### src/rtl/imm_extend_pipe.sv
// Immediate extraction and extension for NLANE lanes, registered into a two-entry skid buffer.
// Latency is one cycle into an empty buffer; o_ready depends only on occupancy, never on i_ready.
module imm_extend_pipe #(
  parameter int XLEN  = 32,
  parameter int NLANE = 1
) (
  input  logic                  i_clk,
  input  logic                  i_rst_n,
  input  logic                  i_flush,
  input  logic                  i_valid,
  output logic                  o_ready,
  input  logic [3*NLANE-1:0]    i_fmt,
  input  logic [25*NLANE-1:0]   i_data,
  output logic                  o_valid,
  input  logic                  i_ready,
  output logic [XLEN*NLANE-1:0] o_imm,
  output logic [NLANE-1:0]      o_err
);

  typedef enum logic [1:0] {
    EMPTY = 2'd0,
    ONE   = 2'd1,
    FULL  = 2'd2
  } count_t;

  localparam logic [2:0] FMT_RT = 3'd0;
  localparam logic [2:0] FMT_IT = 3'd1;
  localparam logic [2:0] FMT_ST = 3'd2;
  localparam logic [2:0] FMT_BT = 3'd3;
  localparam logic [2:0] FMT_JT = 3'd4;
  localparam logic [2:0] FMT_UT = 3'd5;
  localparam logic [2:0] FMT_ZT = 3'd6;
  localparam logic [2:0] FMT_BAD = 3'd7;

  count_t                 count;
  logic [XLEN*NLANE-1:0]  head_imm;
  logic [XLEN*NLANE-1:0]  sec_imm;
  logic [XLEN*NLANE-1:0]  ext_imm;
  logic [NLANE-1:0]       head_err;
  logic [NLANE-1:0]       sec_err;
  logic [NLANE-1:0]       ext_err;
  logic                   push;
  logic                   pop;

  // Every format fits a sign-extended 32-bit value (ZT has bit 31 clear),
  // so widening to XLEN is a single signed resize.
  function automatic logic [XLEN-1:0] extend(input logic [2:0] fmt, input logic [31:7] ins);
    logic [31:0] v;
    v = '0;
    case (fmt)
      FMT_RT:  v = {{20{ins[31]}}, ins[31:25], 5'b0};
      FMT_IT:  v = {{20{ins[31]}}, ins[31:20]};
      FMT_ST:  v = {{20{ins[31]}}, ins[31:25], ins[11:7]};
      FMT_BT:  v = {{20{ins[31]}}, ins[7], ins[30:25], ins[11:8], 1'b0};
      FMT_JT:  v = {{12{ins[31]}}, ins[19:12], ins[20], ins[30:21], 1'b0};
      FMT_UT:  v = {ins[31:12], 12'b0};
      FMT_ZT:  v = {27'b0, ins[19:15]};
      default: v = '0;
    endcase
    return XLEN'($signed(v));
  endfunction

  always_comb begin
    ext_imm = '0;
    ext_err = '0;
    for (int k = 0; k < NLANE; k++) begin
      ext_imm[XLEN*k +: XLEN] = extend(i_fmt[3*k +: 3], i_data[25*k +: 25]);
      ext_err[k]              = (i_fmt[3*k +: 3] == FMT_BAD);
    end
  end

  assign o_ready = (count != FULL);
  assign o_valid = (count != EMPTY);
  assign o_imm   = head_imm;
  assign o_err   = head_err;
  assign push    = i_valid & o_ready;
  assign pop     = o_valid & i_ready;

  always_ff @(posedge i_clk or negedge i_rst_n) begin
    if (!i_rst_n) begin
      count    <= EMPTY;
      head_imm <= '0;
      head_err <= '0;
      sec_imm  <= '0;
      sec_err  <= '0;
    end else if (i_flush) begin
      count <= EMPTY;
    end else begin
      case (count)
        EMPTY: begin
          if (push) begin
            head_imm <= ext_imm;
            head_err <= ext_err;
            count    <= ONE;
          end
        end
        ONE: begin
          if (push && pop) begin
            head_imm <= ext_imm;
            head_err <= ext_err;
          end else if (push) begin
            sec_imm <= ext_imm;
            sec_err <= ext_err;
            count   <= FULL;
          end else if (pop) begin
            count <= EMPTY;
          end
        end
        FULL: begin
          // Upstream is already stalled here, so only a pop can change state.
          if (pop) begin
            head_imm <= sec_imm;
            head_err <= sec_err;
            count    <= ONE;
          end
        end
        default: count <= EMPTY;
      endcase
    end
  end

endmodule

### config.mk
export PLATFORM = sky130hd
export DESIGN_NAME = imm_extend_pipe
export DESIGN_NICKNAME = d
export VERILOG_FILES = /design/src/rtl/imm_extend_pipe.sv
export SDC_FILE = /design/constraint.sdc
export NUM_CORES = 1
export LEC_CHECK = 0
export ABC_CLOCK_PERIOD_IN_PS = 1500
export BUFFER_PORTS_ARGS = -buffer_cell sky130_fd_sc_hd__buf_4
export CAP_MARGIN = 10
export CORE_ASPECT_RATIO = 1.5
export CORE_MARGIN = 2
export CORE_UTILIZATION = 49
export DETAILED_ROUTE_END_ITERATION = 7
export PLACE_DENSITY = 0.81
export REMOVE_ABC_BUFFERS = 1
export SLEW_MARGIN = 25
export SYNTH_ARGS = -nofsm -noshare
export SYNTH_HDL_FRONTEND = slang
export SYNTH_SLANG_ARGS = --single-unit
### constraint.sdc
create_clock -name i_clk -period 1.5 [get_ports i_clk]
set_input_delay 0.075 -clock i_clk [delete_from_list [all_inputs] [get_ports i_clk]]
set_output_delay 0.075 -clock i_clk [all_outputs]
set_load 0.005 [all_outputs]
## After elaboration in Yosys (flattened, before gate mapping)

Cells that the tools add are included.
W data, S select, Z words.

| word-level totals | value |
|---|---|
| register bits after elaboration | 68 |
| bits of input ports | 33 |
| output and inout port bits | 35 |
| logic and storage cells | 50 |

| cells by class | value |
|---|---|
| eq/ne operators | 17 |
| mux-type cells | 16 |
| bitwise operators | 4 |
| reduce and logical (&&, ||, !) cells | 8 |

Operators by type and width:

| cell | count |
|---|---|
| $pmux W32 S7 | 1 |
| $mux W32 | 3 |
| $pmux W32 S3 | 1 |
| $eq A3 B3 Y1 const B | 4 |
| $mux W2 | 6 |
| $ne A3 B3 Y1 const B | 3 |
| $ne A2 B2 Y1 const B | 4 |
| $reduce_and A4 Y1 | 2 |
| $eq A3 B2 Y1 const B | 2 |
| $pmux W2 S3 | 1 |
| $reduce_and A5 Y1 | 1 |
| $ne A4 B4 Y1 const B | 1 |
| $eq A3 B1 Y1 const B | 1 |
| $logic_not A3 Y1 | 1 |
| $mux W1 | 3 |
| $pmux W1 S3 | 1 |
| $reduce_bool A3 Y1 | 1 |
| $and A1 B1 Y1 | 2 |
| $eq A2 B1 Y1 const B | 1 |
| $eq A2 B2 Y1 const B | 1 |
| $logic_not A2 Y1 | 1 |
| $not A1 Y1 | 2 |
| $reduce_bool A2 Y1 | 1 |
| $logic_and A1 B1 Y1 | 1 |

## Longest topological paths before layout

| depth | value |
|---|---|
| depth in word-level cells | 7 |
| depth in mapped cells | 6 |
| gate-level depth less buffers | 5 |

## Worst setup path after synthesis

Ideal clock, no wire load.

| timing | value |
|---|---|
| path kind | reg-to-reg |
| from | register count[1] |
| to | register head_imm[23] (netlist: o_imm[23]) |
| library setup time | 125 ps |
| arrival time | 1,436 ps |
| data required time | 1,375 ps |
| path slack | -61 ps |
| stages on the path, launching flop included | 5 |
| buffers on the path | 1 |
| period minus slack after synthesis | 1,561 ps |
| path through | dfrtp_1 -> mux2_2 -> a21oi_4 -> buf_4 -> mux2_2 |

| on the way | value |
|---|---|
| cells in the longest elaborated chain, start to end | 5 |
| elaborated cells on any way between the ends | 14 |
| those cells by class | eq/ne: 6; mux: 1; bitwise: 2; reduce/logical: 5 |

Ends and longest elaborated chain:

| what | line | RTL |
|---|---|---|
| start: declaration | 35 | `count_t count;` |
| start signal: assignment | 81 | `count <= EMPTY;` |
| start signal: assignment | 87 | `count <= EMPTY;` |
| start signal: assignment | 94 | `count <= ONE;` |
| $ne A2 B2 Y1 / $reduce_bool A2 Y1 (equally long branches) | 72, 73 |  |
| $and A1 B1 Y1 (on tied branches) | 76, 77 |  |
| $logic_and A1 B1 Y1 | 98 | `if (push && pop) begin` |
| $ne A2 B2 Y1 (no line) | n/a |  |
| $reduce_and A5 Y1 (no line) | n/a |  |
| end signal: assignment | 92 | `head_imm <= ext_imm;` |
| end signal: assignment | 99 | `head_imm <= ext_imm;` |
| end signal: assignment | 112 | `head_imm <= sec_imm;` |
| end: declaration | 36 | `logic [XLEN*NLANE-1:0] head_imm;` |

Parallel ways exist; a longest one is shown, timed or not.
A chain may end at the register's enable or synchronous reset.

## Worst setup path in the final report

| timing | value |
|---|---|
| from | register count[1] |
| to | register head_imm[27] (netlist: o_imm[27]) |

Same word-level chain as after synthesis.

==> results by stage <==
Routing:
- The final layout contains routed wiring with a total length of 8358 um.
- The first-iteration detailed-routing DRC count is 239.
- The routed length per placed instance is 16.14 um.
- The first-pass iteration count of the detailed router is 4.
- In this run the remaining antenna-violating nets after routing total 0.
- After detailed routing, the number of remaining DRC violations is 0.
- Detailed routing inserted a total of 2916 vias.
- The via density per instance is 5.629.

Finish:
- In the layout the commonest cells are 88 x buf_4, 67 x dfrtp_1, 46 x nand2_1, 36 x o21ai_0, 30 x a21oi_1.
- The finished cells cover 4476 sq um.
- 0 antenna diodes ended up in the layout.
- The layout has 512 filler cells.
- For this run, the share of the core covered by cells in the final layout is 68.06%.
- The most common cell after layout, fill and taps aside is buf_4.
- In the final layout, the multi-input gates occupy 1521 sq um.
- The share of layout cells above drive strength 1 is 31.90%.
- Registers take 1703 sq um.
- The layout overhead on the synthesized area is 33.62%.
- For this run, the post-layout net count is 470.

Worst setup path:
- The worst path required time is 1.75 ns.
- The worst register-to-register path begins at count[1].
- Data on the critical path arrives at its endpoint at 1.83 ns.
- The category of the most critical setup path is reg -> reg.
- For the worst flop-to-flop path, the logic depth is 6.
- The category of the worst setup path launch point is a register.
- Along the worst path, the maximum fanout reaches 22.
- The termination of the worst setup path is o_imm[27].
- The register-to-register setup slack is -0.08 ns.
- The endpoint identified for the worst register-to-register timing path is o_imm[27].
- STA classifies the critical path endpoint as a register.
- The first element of the critical path is count[1].

Global routing:
- The largest net degree at the start of global routing is 32.
- The total overflow left after global routing is 0.
- The via count of the first global-routing pass came to 2855.
- The overall routing resource usage is 23.33%.
- The global-route wire length before repair is 13710 um.
- The number of antenna violations at the first check in global routing is 0.

Clock tree:
- The clock-pin slew on the worst setup and hold paths is 0.08 ns.
- The count of clock tree sinks is 68.
- The count of H-tree levels built during CTS is 3.
- Counting along the longest clock path gives a buffer depth of 2.
- The CTS tree is done.
- The number of clock buffers added by TritonCTS is 9.
- The cell sitting at the root of the clock tree is a clkbuf_8.
- The clock reaches the later pin of the worst-skew pair after 0.35 ns.

Logic synthesis:
- The number of warning messages in the yosys log is 0.
- In the post-synthesis netlist, the biggest area contributors are dfrtp_1 51%, o21ai_0 6.1%, nand2_1 5.3%, a21oi_1 4.5%, a21o_1 3.8%.
- The leading area contributor after synthesis is dfrtp_1.
- The synthesized instance count is 347.
- Each instance of the synthesized netlist takes up on average 9.653 sq um.
- The number of register bits inferred by synthesis is 68.
- The leading register cell type out of synthesis is dfrtp_1.
- The number of distinct library cells after synthesis is 40.
- The top cell type by area accounts for 50.80% of the synthesized area.
- For this run, the register share of the synthesized area comes to 50.80%.
- The cell area after synthesis is 3349 sq um.
- In this run, synthesis inferred 0 flip-flops with an integrated enable.
- After synthesis, the share of flip-flops with an asynchronous set or reset is 100.0%.

Timing:
- The maximum clock frequency is 0.6346 GHz.
- Setup violations remaining at the end of the flow were counted as 23.
- Setup repair after global routing could not meet its margin everywhere.
- Measured against its own limit, the worst slew margin works out to 58.15%.
- Dividing the final minimum period by the clock period gives 105.1%.
- Hold timing on the final database bottoms out at a slack of 0.003542 ns.
- On the final layout, the worst clock skew is 0.009006 ns.
- After layout, the worst setup slack is -0.07587 ns.
- The number of max-slew violations in the final report is 0.
- The final critical delay including setup and external delays is 1.576 ns.
- The transition time at the pin with the least slew margin is 0.6264 ns.
- The final number of hold-violating endpoints was 0.

Floorplan:
- For this configuration, the core starts out at a cell density of 50.93%.
- The row count is 36.
- The floorplan step defined a core boundary enclosing 6576 sq um.
- The die covers 7527 sq um.
- The width of the die is 71.51 um.
- Pin placement for this block handled 68 I/O pins.
- In this run the vertical extent of the chip is 105.3 um.

Status:
- The checks that failed: negative setup slack.
- The flow ran to the end, but the final reports show violations.

Pwr:
- Power spread over the standard cell area amounts to 1176 nW/um^2.
- The total internal power is 0.003800 W.
- Combinational logic burns 22.0% of the power.
- The switching power total is 0.001464 W.
- Per report_power, the clock group accounts for 31.5% of the total.
- IR analysis of the VDD net gives a maximum drop of 0.7186 mV.
- The analysis attributes to cell leakage a power of 2.226 nW.
- Overall power consumption after layout is estimated at 0.005264 W.
- The share of total power consumed by net switching is 27.82%.
- Of the total power, registers draw 46.5%.

Placed design:
- The setup slack at placement is -0.07407 ns.
- After legalization and detailed placement, the total HPWL measured 5764 um.
- The total cell area at the placement stage is 4079 sq um.
- Port buffering added 67 buffers.
- The congestion estimate from routability-driven global placement came to 0.7931.

Min path:
- The worst hold path belongs to the class in -> reg.

Run:
- The max capacitance violation total is 0.
[kinds of logic after synthesis]
family          share of synthesized area (%)
compound gates                          23.24
mux                                     4.669
buf+inv                                 4.744
flops                                   50.80
simple gates                            16.55
[routing by layer]
layer / routed length (um) / part of all wire [%] / track usage, %
met5: 0 / 0 / 0
met4: 184 / 2.2 / 10.51
met3: 406 / 4.9 / 4.685
met2: 4279 / 51 / 37.57
met1: 3487 / 42 / 30.03
[metrics by stage]
| step | instances | TNS, ns |
|---|---|---|
| after floorplan | 319 | -29.53 |
| after global placement | 491 | -0.2115 |
| after detailed placement | 491 | -1.587 |
| after CTS | 517 | -0.7604 |
| after global routing | 518 | -3.362 |
| final | 518 | -0.7816 |
[Yosys cell counts, types with 2 or more instances]
master	instances
buf_4	4
o21ai_0	41
clkbuf_1	7
dfrtp_1	68
or2_1	4
nor2b_1	7
mux2_1	2
buf_1	2
mux2i_1	4
nand2_1	47
and3_1	6
nand3_1	2
nor2_1	27
a32o_1	4
buf_2	13
a211oi_1	16
buf_6	2
nand2b_1	4
a21o_1	17
and4bb_2	2
inv_2	2
a21oi_1	30
or2_2	2
o31ai_1	2
a311oi_1	11
mux2_2	7
[final cells by class]
class	count	area share, %
inverter	2	0.2796
sequential	68	38.05
multi-input combinational	249	34.00
clock inverter	6	1.985
clock buffer	10	2.852
tap	76	2.125
timing repair buffer	107	20.72
[registers in the layout, indices dropped and copies added, names as in the netlist]
register,count
o_imm,32
sec_imm,32
sec_err,1
o_err,1
count,2
[repair_timing]
action,in CTS,in global routing
endpoints found under the setup margin,44,52
hold buffers,6,1
hold endpoints to repair,73,1
gates resized for setup,7,15
buffers inserted,4,0
pin swaps,0,0
[worst max-delay path: stages (launching register included)]
cell and delay [ns]:
dfrtp_2 0.44, mux2_4 0.33, a21oi_4 0.14, buf_12 0.15
buf_12 0.16, a211oi_1 0.06, a21o_1 0.18
[power by group through the flow]
stage	clock network [W]	registers (W)	logic, W
after global routing	0.00176	0.00249	0.00129
final	0.00166	0.00245	0.00116
after global placement	0	0.00246	0.00108
after detailed placement	0	0.00248	0.00112
after floorplan	0	0.00244	0.000491
after CTS	0.00167	0.00244	0.00115
[worst min path at each step]
stage	start	endpoint	slack, ns	depth (start not counted)
6_report	i_data[20]	sec_imm[7]	0.004	3
5_1_grt	i_data[20]	sec_imm[7]	0.04	3
4_1_cts	i_data[20]	sec_imm[7]	0.0007	3
3_5_place_dp	i_rst_n	o_imm[25]	-0.02	1
3_3_place_gp	i_rst_n	o_imm[25]	-0.02	1
2_1_floorplan	i_rst_n	count[0]	-0.22	0
Note: power is estimated with default switching activity, not from simulation.
